`config.mk`:
```
export PLATFORM = sky130hd
export DESIGN_NAME = sensor_packet_reader
export DESIGN_NICKNAME = d
export VERILOG_FILES = /design/src/rtl/sensor_packet_reader.sv
export SDC_FILE = /design/constraint.sdc
export NUM_CORES = 1
export LEC_CHECK = 0
export ABC_AREA = 1
export ABC_CLOCK_PERIOD_IN_PS = 1400
export CORE_ASPECT_RATIO = 1.2
export CORE_MARGIN = 2
export CORE_UTILIZATION = 51
export DETAILED_ROUTE_END_ITERATION = 12
export GPL_ROUTABILITY_DRIVEN = 0
export PLACE_DENSITY = 0.84
export SYNTH_ARGS = -nofsm -noshare
export SYNTH_HDL_FRONTEND = slang
export SYNTH_SLANG_ARGS = --single-unit
```
`constraint.sdc`:
```
create_clock -name clk -period 1.4 [get_ports clk]
set_input_delay 0.21 -clock clk [delete_from_list [all_inputs] [get_ports clk]]
set_output_delay 0.21 -clock clk [all_outputs]
set_load 0.01 [all_outputs]
```
`src/rtl/sensor_packet_reader.sv`:
```
// Reads one 16-byte sensor packet over SPI mode 0 after a load/done handshake,
// validates the header and latches the decoded quaternion and gyro fields.
module sensor_packet_reader #(
    parameter int unsigned CLK_DIV     = 2,
    parameter int unsigned TIMEOUT_CYC = 30000
) (
    input  logic               clk,
    input  logic               fpga_rst_n,
    input  logic               start,
    output logic               load,
    input  logic               done,
    output logic               sck,
    output logic               mosi,
    input  logic               miso,
    output logic               busy,
    output logic               pkt_valid,
    output logic signed [15:0] quat_w,
    output logic signed [15:0] quat_x,
    output logic signed [15:0] quat_y,
    output logic signed [15:0] quat_z,
    output logic signed [15:0] gyro_x,
    output logic signed [15:0] gyro_y,
    output logic signed [15:0] gyro_z,
    output logic               quat_ok,
    output logic               gyro_ok,
    output logic               hdr_err,
    output logic               timeout_err
);

    localparam int unsigned DIV_W    = (CLK_DIV > 1) ? $clog2(CLK_DIV) : 1;
    localparam int unsigned TMO_W    = $clog2(TIMEOUT_CYC + 1);
    localparam int unsigned PKT_BITS = 128;
    localparam int unsigned BIT_W    = 7;
    localparam int unsigned GAP_CYC  = 4;
    localparam int unsigned GAP_W    = 2;
    localparam logic [7:0]  HDR_BYTE = 8'hA5;

    typedef enum logic [2:0] {
        S_IDLE,
        S_REQ,
        S_SHIFT,
        S_CHECK,
        S_GAP
    } state_t;

    state_t               state;
    logic [1:0]           rst_pipe;
    logic                 run;
    logic                 done_meta;
    logic                 done_s;
    logic [TMO_W-1:0]     tmo_cnt;
    logic [DIV_W-1:0]     div_cnt;
    logic [BIT_W-1:0]     bit_cnt;
    logic [GAP_W-1:0]     gap_cnt;
    logic [PKT_BITS-1:0]  shreg;

    assign mosi = 1'b0;
    assign run  = rst_pipe[1];

    // Reset asserts asynchronously but the FSM only runs two edges after release
    always_ff @(posedge clk or negedge fpga_rst_n) begin
        if (!fpga_rst_n) begin
            rst_pipe <= '0;
        end else begin
            rst_pipe <= {rst_pipe[0], 1'b1};
        end
    end

    // done comes from another clock domain
    always_ff @(posedge clk or negedge fpga_rst_n) begin
        if (!fpga_rst_n) begin
            done_meta <= 1'b0;
            done_s    <= 1'b0;
        end else begin
            done_meta <= done;
            done_s    <= done_meta;
        end
    end

    always_ff @(posedge clk or negedge fpga_rst_n) begin
        if (!fpga_rst_n) begin
            state       <= S_IDLE;
            load        <= 1'b0;
            sck         <= 1'b0;
            busy        <= 1'b0;
            pkt_valid   <= 1'b0;
            tmo_cnt     <= '0;
            div_cnt     <= '0;
            bit_cnt     <= '0;
            gap_cnt     <= '0;
            shreg       <= '0;
            quat_w      <= '0;
            quat_x      <= '0;
            quat_y      <= '0;
            quat_z      <= '0;
            gyro_x      <= '0;
            gyro_y      <= '0;
            gyro_z      <= '0;
            quat_ok     <= 1'b0;
            gyro_ok     <= 1'b0;
            hdr_err     <= 1'b0;
            timeout_err <= 1'b0;
        end else begin
            pkt_valid <= 1'b0;
            if (run) begin
                case (state)
                    S_IDLE: begin
                        if (start) begin
                            state   <= S_REQ;
                            load    <= 1'b1;
                            busy    <= 1'b1;
                            tmo_cnt <= '0;
                        end
                    end
                    S_REQ: begin
                        if (done_s) begin
                            state   <= S_SHIFT;
                            sck     <= 1'b0;
                            div_cnt <= '0;
                            bit_cnt <= '0;
                        end else if (tmo_cnt == TMO_W'(TIMEOUT_CYC - 1)) begin
                            state       <= S_IDLE;
                            load        <= 1'b0;
                            busy        <= 1'b0;
                            timeout_err <= 1'b1;
                        end else begin
                            tmo_cnt <= tmo_cnt + TMO_W'(1);
                        end
                    end
                    // Low half then high half; sample on the rising toggle, count on the falling one
                    S_SHIFT: begin
                        if (div_cnt == DIV_W'(CLK_DIV - 1)) begin
                            div_cnt <= '0;
                            sck     <= ~sck;
                            if (!sck) begin
                                shreg <= {shreg[PKT_BITS-2:0], miso};
                            end else begin
                                bit_cnt <= bit_cnt + BIT_W'(1);
                                if (bit_cnt == BIT_W'(PKT_BITS - 1)) begin
                                    state <= S_CHECK;
                                end
                            end
                        end else begin
                            div_cnt <= div_cnt + DIV_W'(1);
                        end
                    end
                    S_CHECK: begin
                        state   <= S_GAP;
                        load    <= 1'b0;
                        gap_cnt <= '0;
                        if (shreg[127:120] == HDR_BYTE) begin
                            quat_ok     <= shreg[112];
                            gyro_ok     <= shreg[113];
                            quat_w      <= shreg[111:96];
                            quat_x      <= shreg[95:80];
                            quat_y      <= shreg[79:64];
                            quat_z      <= shreg[63:48];
                            gyro_x      <= shreg[47:32];
                            gyro_y      <= shreg[31:16];
                            gyro_z      <= shreg[15:0];
                            pkt_valid   <= 1'b1;
                            hdr_err     <= 1'b0;
                            timeout_err <= 1'b0;
                        end else begin
                            hdr_err <= 1'b1;
                        end
                    end
                    S_GAP: begin
                        if (gap_cnt == GAP_W'(GAP_CYC - 1)) begin
                            state <= S_IDLE;
                            busy  <= 1'b0;
                        end else begin
                            gap_cnt <= gap_cnt + GAP_W'(1);
                        end
                    end
                    default: begin
                        state <= S_IDLE;
                        load  <= 1'b0;
                        sck   <= 1'b0;
                        busy  <= 1'b0;
                    end
                endcase
            end
        end
    end

endmodule

```
==> results.md <==
- Status: complete, but fails checks
- Failing checks: negative setup slack
- CTS Sinks: 280
- Worst setup SP type: flip-flop
- FILL cells: 1,478
- Grt met1 use: 28.1%
- Die Area: between 0.02 and 0.025 mm^2
- Post-synthesis register bit count: 280
- Core Rows: 60
- Placed Instance Area: 0.0135 mm^2
- Hold WS: 87.2 ps
- Number of remaining DRC errors: 0
- Static Leak: 7.33 nW
- Clk buf depth: 3
- Initial core utilization: 51.9%
- FMAX: 595 MHz
- VDD IR-drop max: 1.06 mV
- Drt first pass iters: 5
- Sequential element share of the synthesized area: between 60% and 70%
- Initial DRC Count: 854
- Core area: 0.0224 mm^2
- Post-synth cell types: 29
- Layout Nets: roughly 1,500
- First-pass GRT wire length: about 43,000 um
- Post-DR vias/cell: 5.42
- Cell family with the largest share of critical-path delay: buffers and inverters
- Worst-path clk slew: 70 ps
- Synth Area in Compound Gates: roughly 15%
- Post-Synth XOR/XNOR Area: 0.602%
- Mapped Cells: approximately 1,200
- Area Growth Syn to Fin: 36.4%
- Critical-path top delay cell: dfrtp_2
- Vias in the first global route: 8,777
- Post-Synth Adder-Cell Area: less than 1%
- GRT met3 Usage: 3.30%
- CP required: 1810 ps
- Total grt overflow: 0
- Total CTS buffers: 28
- Tcrit/Tclk final: 120%
- Wirelength, routed: 32,200 um
- Multiplexer share of the synthesized area: 0%
- CTS tree: yes
- Share of cells above drive strength 1: between 30% and 40%
- Antenna Cells: 0
- Endpoints failing setup: 279
- Syn nets: between 1,000 and 1,500
- Dpl hpwl: 15,200 um
- Quantity of I/O buffers inserted on ports: 124
- H-tree Lvls: 1
- Critical Path AT: 2090 ps
- Post-route minimum period: approximately 1700 ps
- Crit Path Class: reg -> reg
- Number of max-cap violations: 0
- Syn. warnings: 0
- Post-DR wirelength/cell: 18.5 um
- Main combinational cell family by area after synthesis: simple AND/OR/NAND/NOR gates
- Initial antenna violation count: 0
- Die W: 142 um
- CP most frequent cell: clkbuf_16
- Post-synth EDFFs: 0
- CP cell instances: buf_4 -> nor2_4 -> nand3_4 -> clkbuf_16 -> clkbuf_16 -> nand2_1 -> o21ai_0
- Asr flop ratio synth: 100%
- Num ports: 126
- Worst Slack Setup Final: -281 ps
- GR peak layer: met2
- Commonest register cell after synthesis: dfrtp_1
- Final Slew Violations: 0
- Worst path max stage delay: 460 ps
- Post-Synth Simple-Gate Area: 15.4%
- Cell Pwr Density: 1300 mW/mm^2
- Pin count of the biggest net entering global routing: between 70 and 80
- Final number of hold-violating endpoints: 0
- Hold Crit Class: in -> async
- Chip height: roughly 170 um
- Met2 usage: just under 40%
- DRT antenna net count: 0
- Via count: 9,459
- Post-Synthesis Mean Instance Area: between 9 and 10 um^2
- Worst-Skew Late Latency: 560 ps
- Final instance area: 0.0159 mm^2
- Worst Setup End Kind: flip-flop
- CTS root buffer: clkbuf_16
- Clock skew: 24.5 ps
- GRT Util Overall: 22.1%
- Mapped Area: 0.0116 mm^2
- RSZ-0062 raised after global routing: true
- Crit path max fanout: 8
- CP bufs+invs: 3
-- state kept, by name, summed over array words and instances (netlist names), 2 cells and up --
name and count:
gyro_z 16, gyro_y 16, quat_x 16, gap_cnt 2, rst_pipe 2, bit_cnt 7
quat_w 16, gyro_x 16, shreg 128, quat_y 16, quat_z 16, state 3
tmo_cnt 15
-- cells in the mapped netlist (3+ instances only) --
cell	number	area, um^2
a21oi_1	11	55.1
buf_2	21	105
buf_6	24	270
clkbuf_1	13	48.8
dfrtp_1	280	7010
ha_1	3	37.5
inv_1	151	567
inv_2	3	11.3
nand2_1	343	1290
nand2_2	3	18.8
nand3_1	30	150
nand4_1	8	50.1
nor2_1	43	161
nor2_2	4	25.0
nor2_4	3	33.8
o21ai_0	92	460
o21ai_1	69	345
o21ai_2	93	815
or2_2	4	25.0
xor2_1	8	70.1
-- layout by cell type (no fill, tap or decap), drive strengths merged --
cell type      instances
bufinv                 6
inv                  154
clkdlybuf4s15         74
clkdlybuf4s50          3
dlygate4sd3            1
nand4                  8
dfrtp                280
ha                     3
nand3b                 2
clkinvlp               1
a21oi                 11
or2                    4
clkinv                10
nand3                 32
o21ai                254
nor3                   1
o211ai                 1
buf                  154
nand2                347
o21a                   1
nor2                  50
a22oi                  1
conb                   2
xor2                   8
o21bai                 2
clkbuf                54
dlygate4sd2            2
-- layout make-up --
type                    count  area [um^2]  share of cell area [%]
flip-flops and latches    280         7010                    44.1
multi-input cells         727         4050                    25.5
repair buffers            253         2860                    18.0
clock buffers              35          767                    4.83
inverters                 154          578                    3.64
well taps                 279          349                    2.20
clock inverters            17          267                    1.68
-- routing by layer --
metal	vias to the layer above	wire length, um
li1	4310	-
met5	-	0
met4	0	1260
met1	4690	12700
met2	362	16400
met3	97	1850
-- metrics by stage --
stage	utilization, %	worst slack (ps)	power (mW)	cells	setup TNS (ps)
after floorplan	-	-46.9	10.3	1220	-8900
after CTS	66.0	-181	19.8	1706	-33910
after detailed placement	60.3	-258	11.5	1627	-33070
final	70.8	-281	20.7	1745	-49570
after global placement	60.3	-202	11.4	1627	-22050
after global routing	70.8	-366	21.4	1745	-70770
-- timing repair --
item | 4_1_cts | 5_1_grt
hold endpoints to repair | 231 | 0
buffers inserted | 19 | 8
endpoints found under the setup margin | 393 | 342
gates cloned | 7 | 33
hold buffers | 1 | 0
resized for setup | 381 | 152
pin swaps | 5 | 14
-- power by group --
| part | total (mW) | leakage (nW) | internal (mW) | switching, mW |
|---|---|---|---|---|
| Sequential | 8.79 | 3.86 | 8.49 | 0.299 |
| Clock | 8.33 | 0.509 | 5.02 | 3.32 |
| Combinational | 3.56 | 2.96 | 1.49 | 2.07 |
| Total | 20.7 | 7.33 | 15.0 | 5.68 |
-- final timing paths --
kind / slack, ps / cells after the start / startpoint / to
hold / removal: 90 / 2 / fpga_rst_n / shreg[60]$_DFFE_PN0P_
max in group asynchronous: 610 / 4 / fpga_rst_n / gyro_x[4]$_DFFE_PN0P_
min in group clk: 120 / 1 / done / done_meta$_DFF_PN0_
setup reg to reg: -280 / 7 / state[0]$_DFFE_PN0P_ / shreg[43]$_DFFE_PN0P_
setup / recovery: -280 / 7 / state[0]$_DFFE_PN0P_ / shreg[43]$_DFFE_PN0P_
hold reg to reg: 350 / 0 / done_meta$_DFF_PN0_ / done_s$_DFF_PN0_
-- cells by family after synthesis --
group,Yosys count
AND/OR/NAND/NOR,443
flip-flops,280
AO/OA/AOI/OAI,270
buffers and inverters,214
XOR/XNOR,8
adder cells (fa/ha/maj),3
other,2
(Power assumes the default switching activity.)
